==> src/rtl/rsa_cipher_unpacker.sv <==
`default_nettype none
// ============================================================================
// rsa_cipher_unpacker - packs ciphertext bytes into a word for the exp-mod
// engine, range-checks the result and streams the plaintext out MSB first.
// Optional watchdog: define RSA_UNPACK_WATCHDOG_EN.        Revision: 1.0
// ============================================================================
module rsa_cipher_unpacker #(
  parameter int MSG_BYTES      = 2,
  parameter int KEY_BYTES      = 4,
  parameter int TIMEOUT_CYCLES = 4096
) (
  input  logic                   clk_in,
  input  logic                   rst_in,
  input  logic [7:0]             byte_in,
  input  logic                   byte_valid_in,
  output logic                   byte_ready_out,
  output logic                   engine_ready_out,
  output logic [8*KEY_BYTES-1:0] engine_value_out,
  input  logic                   engine_busy_in,
  input  logic                   engine_valid_in,
  input  logic [8*KEY_BYTES-1:0] engine_result_in,
  output logic [7:0]             byte_out,
  output logic                   byte_valid_out,
  input  logic                   byte_ready_in,
  output logic                   busy_out,
  output logic                   error_out,
  output logic [15:0]            block_count_out
);

  localparam int c_MSG_WIDTH = 8 * MSG_BYTES;
  localparam int c_KEY_WIDTH = 8 * KEY_BYTES;
  localparam int c_CNT_W     = $clog2(KEY_BYTES) + 1;

  localparam logic [1:0] c_COLLECT = 2'd0;
  localparam logic [1:0] c_ISSUE   = 2'd1;
  localparam logic [1:0] c_WAIT    = 2'd2;
  localparam logic [1:0] c_EMIT    = 2'd3;

  logic [1:0]             r_state;
  logic [c_CNT_W-1:0]     r_cnt;
  logic [c_KEY_WIDTH-1:0] r_shift;
  logic [c_KEY_WIDTH-1:0] r_value;
  logic [c_MSG_WIDTH-1:0] r_msg;
  logic                   r_error;
  logic [15:0]            r_blocks;
  logic [c_KEY_WIDTH-1:0] w_shift_next;
  logic                   w_overflow;

`ifdef RSA_UNPACK_WATCHDOG_EN
  localparam int c_WD_W = $clog2(TIMEOUT_CYCLES + 1);
  logic [c_WD_W-1:0] r_wd;
`else
  logic [1:0] w_unused;
  assign w_unused = {engine_busy_in, (TIMEOUT_CYCLES > 0)};
`endif

  assign w_shift_next = (r_shift << 8) | c_KEY_WIDTH'(byte_in);
  assign w_overflow   = |(engine_result_in >> c_MSG_WIDTH);

  always_ff @(posedge clk_in) begin
    if (rst_in) begin
      r_state  <= c_COLLECT;
      r_cnt    <= '0;
      r_shift  <= '0;
      r_value  <= '0;
      r_msg    <= '0;
      r_error  <= 1'b0;
      r_blocks <= '0;
`ifdef RSA_UNPACK_WATCHDOG_EN
      r_wd     <= '0;
`endif
    end else begin
      r_error <= 1'b0;
      case (r_state)
        c_COLLECT: begin
          if (byte_valid_in) begin
            r_shift <= w_shift_next;
            if (r_cnt == c_CNT_W'(KEY_BYTES - 1)) begin
              r_cnt   <= '0;
              r_value <= w_shift_next;
              r_state <= c_ISSUE;
            end else begin
              r_cnt <= r_cnt + 1'b1;
            end
          end
        end
        c_ISSUE: begin
          r_state <= c_WAIT;
`ifdef RSA_UNPACK_WATCHDOG_EN
          r_wd    <= '0;
`endif
        end
        c_WAIT: begin
          // A result strobe takes priority over watchdog expiry on the same cycle.
          if (engine_valid_in) begin
            if (w_overflow) begin
              r_error <= 1'b1;
              r_state <= c_COLLECT;
            end else begin
              r_msg   <= engine_result_in[c_MSG_WIDTH-1:0];
              r_cnt   <= '0;
              r_state <= c_EMIT;
            end
          end
`ifdef RSA_UNPACK_WATCHDOG_EN
          else if (r_wd == c_WD_W'(TIMEOUT_CYCLES - 1)) begin
            r_error <= 1'b1;
            r_state <= c_COLLECT;
          end else begin
            r_wd <= r_wd + 1'b1;
          end
`endif
        end
        c_EMIT: begin
          if (byte_ready_in) begin
            r_msg <= r_msg << 8;
            if (r_cnt == c_CNT_W'(MSG_BYTES - 1)) begin
              r_cnt    <= '0;
              r_blocks <= r_blocks + 16'd1;
              r_state  <= c_COLLECT;
            end else begin
              r_cnt <= r_cnt + 1'b1;
            end
          end
        end
        default: r_state <= c_COLLECT;
      endcase
    end
  end

  assign byte_ready_out   = (r_state == c_COLLECT) && !rst_in;
  assign engine_ready_out = (r_state == c_ISSUE) && !rst_in;
  assign byte_valid_out   = (r_state == c_EMIT) && !rst_in;
  assign busy_out         = (r_state != c_COLLECT) && !rst_in;
  assign engine_value_out = r_value;
  assign byte_out         = r_msg[c_MSG_WIDTH-1 -: 8];
  assign error_out        = r_error;
  assign block_count_out  = r_blocks;

endmodule
`default_nettype wire

==> config.mk <==
export PLATFORM = sky130hd
export DESIGN_NAME = rsa_cipher_unpacker
export DESIGN_NICKNAME = d
export VERILOG_FILES = /design/src/rtl/rsa_cipher_unpacker.sv
export SDC_FILE = /design/constraint.sdc
export NUM_CORES = 1
export LEC_CHECK = 0
export BUFFER_PORTS_ARGS = -buffer_cell sky130_fd_sc_hd__buf_2
export CAP_MARGIN = 20
export CORE_ASPECT_RATIO = 2
export CORE_MARGIN = 3
export CORE_UTILIZATION = 56
export DETAILED_ROUTE_END_ITERATION = 12
export PLACE_DENSITY = 0.95
export SLEW_MARGIN = 25
export SYNTH_ARGS = -nofsm -noshare
export SYNTH_HDL_FRONTEND = slang
export SYNTH_SLANG_ARGS = --single-unit
==> constraint.sdc <==
create_clock -name clk_in -period 3.55 [get_ports clk_in]
set_clock_uncertainty 0.15 [all_clocks]
set_input_delay 0.1775 -clock clk_in [delete_from_list [all_inputs] [get_ports clk_in]]
set_output_delay 0.1775 -clock clk_in [all_outputs]
set_load 0.1 [all_outputs]
==> flow_metrics.env, run 1 <==
export IMPL_ctsResizeCount=0
export IMPL_grt_setup_unrepaired="no"
export IMPL_vias=3828
export IMPL_clk_path_buf_depth=2
export IMPL_synth_largest_area_cell="dfxtp_1"
export IMPL_dp_hpwl_mm=6.96
export IMPL_post_cts_buffers=0
export IMPL_syn2layout_area_growth_pct=24.0
export IMPL_post_route_period_util_pct=78.3
export IMPL_die_x_um=65.8
export IMPL_firstDrtPassIters=4
export IMPL_seq_power_share_pct=48.4
export IMPL_gp_congestion=0.818
export IMPL_status="finished clean"
export IMPL_drtIter0Drc=262
export IMPL_core_um2=6940
export IMPL_viasPerCell=5.63
export IMPL_cp_max_fo=32
export IMPL_fp_dieH_um=126
export IMPL_synth_top_area_share_pct=46.9
export IMPL_synth_nets=544
export IMPL_setup_tns_ns=0
export IMPL_async_reset_ff_share_pct=0
export IMPL_cts_root_buffer="clkbuf_16"
export IMPL_io_pins=107
export IMPL_tritoncts="done"
export IMPL_dp_cells=647
export IMPL_path_class="reg -> reg"
export IMPL_dp_worst_setup_slack_ns=0.513
export IMPL_period_needed_ns=2.78
export IMPL_leakagePower_nw=2.03
export IMPL_die_area_um2=8270
export IMPL_p_switching_uw=519
export IMPL_cts_max_level=3
export IMPL_worst_setup_path_start_kind="register"
export IMPL_port_buffers=105
export IMPL_ys_types=42
export IMPL_clock_sinks=94
export IMPL_numCtsBuffers=9
export IMPL_clock_fmax_mhz=360
export IMPL_ys_top_cells_by_area="dfxtp_1, nand2_1, a21oi_1, mux2i_1, ha_1"
export IMPL_netlist_area_um2=4010
export IMPL_syn_area_per_cell_um2=8.22
export IMPL_drtAntennaViolNets=0
export IMPL_swShare_pct=23.2
export IMPL_power_density_nw_per_um2=451
export IMPL_setup_viol_count_final=0
export IMPL_synth_warning_count=0
export IMPL_critical_path_buf_inv_count=1
export IMPL_fin_util_pct=71.6
export IMPL_wl_mm=11.1
export IMPL_first_global_vias=3875
export IMPL_grt_usage_pct=28.0
export IMPL_grt_max_degree=53
export IMPL_antenna_found_initial=0
export IMPL_crit_arrival_ns=2.82
export IMPL_syn_inst=488
export IMPL_clk_pin_slew_ns=0.07
export IMPL_layout_drive_gt1_share_pct=22.5
export IMPL_grt_pass1_wl_mm=18.1
export IMPL_ys_flop_type="dfxtp_1"
export IMPL_max_stage_delay_ns=0.76
export IMPL_rows=43
export IMPL_final_fill_count=491
export IMPL_cap_violations=0
export IMPL_cp_end_kind="register"
export IMPL_crit_chain="inv_1 -> ha_1 -> and2_1 -> nand2_2 -> nand2_1 -> a21oi_1"
export IMPL_synth_seq_area_share_pct=46.9
export IMPL_synth_edf_count=0
export IMPL_worst_skew_pair_late_latency_ns=0.34
export IMPL_ir_worst_vdd_v=0.000291
export IMPL_crit_slowest_cell="and2_1"
export IMPL_critPathRequiredTime_ns=3.59
export IMPL_timing_slew_headroom_pct=40.6
export IMPL_tightest_slew_ns=0.891
export IMPL_nNetsFinal=641
export IMPL_drc=0
export IMPL_clockPowerShare_pct=43.9
export IMPL_final_cells=680
export IMPL_n_antenna_cell=0
export IMPL_synth_seq_cells=94
export IMPL_comb_power_share_pct=7.6
export IMPL_p_int_mw=1.72
export IMPL_gr_total_overflow=0
export IMPL_wire_per_inst_um=16.3
export IMPL_initial_core_util_pct=57.8
export IMPL_report_final_slew_viol_count=0
export IMPL_path_delay_family="simple AND/OR/NAND/NOR gates"
export IMPL_holdCritPathClass="in -> reg"
export IMPL_hold_viol_final=0
export IMPL_worst_slack_ns=0.771
-- synth_stat cells (8+ instances only) --
cell,count
nand2b_1,9
a21oi_1,75
nor2_1,13
nand2_1,139
buf_4,8
ha_1,10
clkbuf_1,23
dfxtp_1,94
nor2b_1,10
mux2i_1,17
a211oi_1,10
-- worst min-delay path, stage by stage --
cell and delay [ns]:
buf_2 0.10, mux2i_1 0.12, a211oi_1 0.08
-- stage by stage --
step	power [mW]	instance area (um^2)	hold slack [ns]
floorplan	1.21	4010	0.155
global placement	1.25	4490	0.277
detailed placement	1.26	4490	0.286
CTS	2.24	4970	0.0313
global route	2.30	4970	0.0456
finish	2.24	4970	0.0424
-- power groups by stage --
| stage | sequential, mW | combinational [mW] | clock [mW] |
|---|---|---|---|
| 6_report | 1.09 | 0.171 | 0.984 |
| 5_1_grt | 1.09 | 0.186 | 1.03 |
| 4_1_cts | 1.08 | 0.165 | 0.989 |
| 3_5_place_dp | 1.11 | 0.149 | 0 |
| 3_3_place_gp | 1.11 | 0.144 | 0 |
| 2_1_floorplan | 1.12 | 0.0907 | 0 |
-- per-layer routing --
layer / up-vias / wire length, um / track usage [%]
li1: 1831 / - / -
met2: 149 / 6330 / 53.8
met3: 35 / 557 / 5.62
met1: 1813 / 3840 / 27.2
met5: - / 0 / 0
met4: 0 / 374 / 12.3
-- cells by family after synthesis --
kind of cell,synth area share [%]
mux,4.80
fa+ha+maj,3.12
compound gates,13.9
buf+inv,5.43
xor+xnor,1.75
flops,46.9
simple gates,24.0
-- layout make-up --
type / count / area [um^2] / area share, %
multi-input combinational: 347 / 1910 / 38.5
sequential: 94 / 1880 / 37.9
timing repair buffer: 126 / 726 / 14.6
clock buffer: 12 / 256 / 5.16
tap: 90 / 113 / 2.27
clock inverter: 4 / 55.1 / 1.11
inverter: 7 / 26.3 / 0.529
-- state kept, by name (all words and copies together) (netlist names) --
name and flops:
block_count_out 16, engine_value_out 32, error_out 1, r_cnt 3, r_msg 16, r_shift 24, r_state 2
-- final timing paths --
path	to	slack (ns)	from	cells past startpoint
min	r_msg[13]$_SDFFE_PP0P_	0.04	engine_result_in[13]	3
max reg2reg	engine_value_out[9]$_SDFFE_PP0P_	0.77	r_state[0]$_SDFFE_PP0P_	6
min reg2reg	engine_value_out[29]$_SDFFE_PP0P_	0.30	engine_value_out[29]$_SDFFE_PP0P_	2
max	engine_value_out[9]$_SDFFE_PP0P_	0.77	r_state[0]$_SDFFE_PP0P_	6
-- placed cells by master (no fill, tap or decap), types with 4 or more instances in the layout --
| cell | Yosys | layout |
|---|---|---|
| nand2_1 | 139 | 138 |
| buf_2 | 3 | 105 |
| dfxtp_1 | 94 | 94 |
| a21oi_1 | 75 | 75 |
| mux2i_1 | 17 | 17 |
| dlygate4sd3_1 | 0 | 17 |
| nor2_1 | 13 | 13 |
| nor2b_1 | 10 | 10 |
| a211oi_1 | 10 | 10 |
| ha_1 | 10 | 10 |
| nand2b_1 | 9 | 9 |
| clkbuf_16 | 0 | 9 |
| inv_1 | 7 | 7 |
| nor3_1 | 7 | 7 |
| nor4_1 | 6 | 6 |
| nand3_1 | 5 | 5 |
| xnor2_1 | 5 | 5 |
| and2_1 | 4 | 4 |
| nand4_1 | 4 | 4 |
| buf_4 | 8 | 4 |
-- what timing repair did --
item	in CTS	in global routing
hold buffers	17	0
setup endpoints to repair	0	0
hold endpoints to repair	25	0
(Power assumes the default switching activity.)
==> run 2: changes to the inputs <==
CORE_UTILIZATION = 47   (was 56)
PLACE_DENSITY = 0.86   (was 0.95)
clock period = 2.4 ns   (was 3.55 ns; I/O delays follow)
==> run 2 against run 1 <==
Global-route usage down 6.3 points. Via count shrank 2.0%. Sequential power rose by 47%. Clock power is 39% higher. Final area increased by 2.6%. Fmax is 27% higher. Critical path type unchanged. Largest cell class unchanged. Largest power group unchanged.
==> flow_metrics.env, run 2 (synthesis gave the netlist of run 1 again) <==
export IMPL_drtIter0Drc=273
export IMPL_drtAntennaViolNets=0
export IMPL_wire_per_inst_um=14.8
export IMPL_drc=0
export IMPL_status="finished clean"
export IMPL_largest_reg_flops=32
export IMPL_firstDrtPassIters=4
export IMPL_hold_start="byte_ready_in"
export IMPL_vias=3750
export IMPL_timing_slew_headroom_pct=56.8
export IMPL_final_fill_count=706
export IMPL_nNetsFinal=654
export IMPL_whs_path_depth=4
export IMPL_final_common_cell="nand2_1"
export IMPL_crit_arrival_ns=2.29
export IMPL_tritoncts="done"
export IMPL_final_cell_mix="nand2_1, buf_2, dfxtp_1, a21oi_1, dlygate4sd3_1"
export IMPL_port_buffers=105
export IMPL_io_pins=107
export IMPL_layout_drive_gt1_share_pct=24.2
export IMPL_clock_fmax_mhz=457
export IMPL_viasPerCell=5.35
export IMPL_setup_tns_ns=0
export IMPL_cp_max_fo=18
export IMPL_period_needed_ns=2.19
export IMPL_dp_hpwl_mm=6.76
export IMPL_wl_met2_mm=6.04
export IMPL_syn2layout_area_growth_pct=27.2
export IMPL_cap_violations=0
export IMPL_worst_skew_pair_late_latency_ns=0.34
export IMPL_hold_viol_final=0
export IMPL_grt_pass1_wl_mm=16.8
export IMPL_grt_usage_pct=21.7
export IMPL_post_cts_buffers=0
export IMPL_cp_startpoint="r_state[1]$_SDFFE_PP0P_"
export IMPL_fp_dieH_um=137
export IMPL_critPathRequiredTime_ns=2.50
export IMPL_antenna_found_initial=0
export IMPL_die_x_um=71.3
export IMPL_cp_end_kind="register"
export IMPL_numCtsBuffers=9
export IMPL_clk_pin_slew_ns=0.07
export IMPL_routed_top_layer="met4"
export IMPL_cts_root_buffer="clkbuf_16"
export IMPL_report_final_slew_viol_count=0
export IMPL_core_um2=8290
export IMPL_wl_mm=10.4
export IMPL_grt_max_degree=63
export IMPL_n_antenna_cell=0
export IMPL_grt_setup_unrepaired="no"
export IMPL_gr_total_overflow=0
export IMPL_clk_path_buf_depth=2
export IMPL_initial_core_util_pct=48.4
export IMPL_leakagePower_nw=2.09
export IMPL_power_total_mw=3.25
export IMPL_ir_worst_vdd_v=0.000493
export IMPL_path_class="reg -> reg"
export IMPL_wl_met1_mm=3.61
export IMPL_worst_setup_path_start_kind="register"
export IMPL_r2r_start="r_state[1]$_SDFFE_PP0P_"
export IMPL_wl_met3_um=501
export IMPL_cts_max_level=3
export IMPL_rows=47
export IMPL_holdCritPathClass="in -> reg"
export IMPL_gp_congestion=0.826
export IMPL_tightest_slew_ns=0.647
export IMPL_first_global_vias=3772
export IMPL_setup_viol_count_final=0
export IMPL_r2r_cells=7
export IMPL_die_area_um2=9740
export IMPL_post_route_period_util_pct=91.2
export IMPL_clock_sinks=94
export IMPL_power_density_nw_per_um2=636
[run 2: cell types whose count changed in the layout (fill, tap and decap cells not counted), moves of 2 or more]
cell	before	now
buf_4	4	8
dlygate4sd3_1	17	25
dfxtp_1	94	88
dfxtp_2	0	6
inv_6	0	2
[run 2: area by class of cell]
class / instances / area [um^2] / share of cell area, %
Sequential cell: 94 / 1890 / 37.0
Clock inverter: 6 / 53.8 / 1.05
Tap cell: 98 / 123 / 2.40
Clock buffer: 10 / 239 / 4.68
Inverter: 7 / 26.3 / 0.515
Multi-Input combinational cell: 347 / 1910 / 37.5
Timing Repair Buffer: 139 / 856 / 16.8
[run 2: timing repair]
item,CTS,global route
hold buffers,25,0
hold endpoints to repair,33,0
resized for setup,0,1
endpoints found under the setup margin,0,8
[run 2: final timing paths]
kind,end,slack [ns]
min,block_count_out[1]$_SDFFE_PP0P_,0.13
max,r_msg[11]$_SDFFE_PP0P_,0.21
min reg2reg,engine_value_out[2]$_SDFFE_PP0P_,0.30
max reg2reg,r_msg[11]$_SDFFE_PP0P_,0.21
[run 2: stage by stage]
| stage | utilization, % | setup WS [ns] | instance area, um^2 | hold WS (ns) | std cells |
|---|---|---|---|---|---|
| 5_1_grt | 61.5 | 0.0424 | 5100 | 0.154 | 701 |
| 3_3_place_gp | 55.0 | 0.218 | 4560 | 0.217 | 660 |
| 6_report | 61.5 | 0.212 | 5100 | 0.126 | 701 |
| 3_5_place_dp | 55.0 | 0.119 | 4560 | 0.228 | 660 |
| 2_1_floorplan | - | -0.0645 | 4020 | 0.0974 | 488 |
| 4_1_cts | 61.5 | 0.100 | 5100 | 0.116 | 701 |
[run 2: per-layer routing]
layer	global-route usage, %	up-vias
met1	20.3	1765
met2	42.6	106
li1	-	1858
met4	11.4	0
met3	4.19	21
met5	0	-
[run 2: critical path: stages (launching register included)]
cell,delay (ns)
dfxtp_1,0.40
ha_1,0.25
buf_4,0.29
mux2i_1,0.24
nor2b_1,0.06
buf_4,0.17
a21bo_2,0.29
a211oi_1,0.24
[run 2: power breakdown]
group	internal (mW)	total, mW	switching [mW]
sequential	1.58	1.60	0.0197
clock	0.749	1.37	0.626
combinational	0.109	0.267	0.158
total	2.44	3.25	0.804
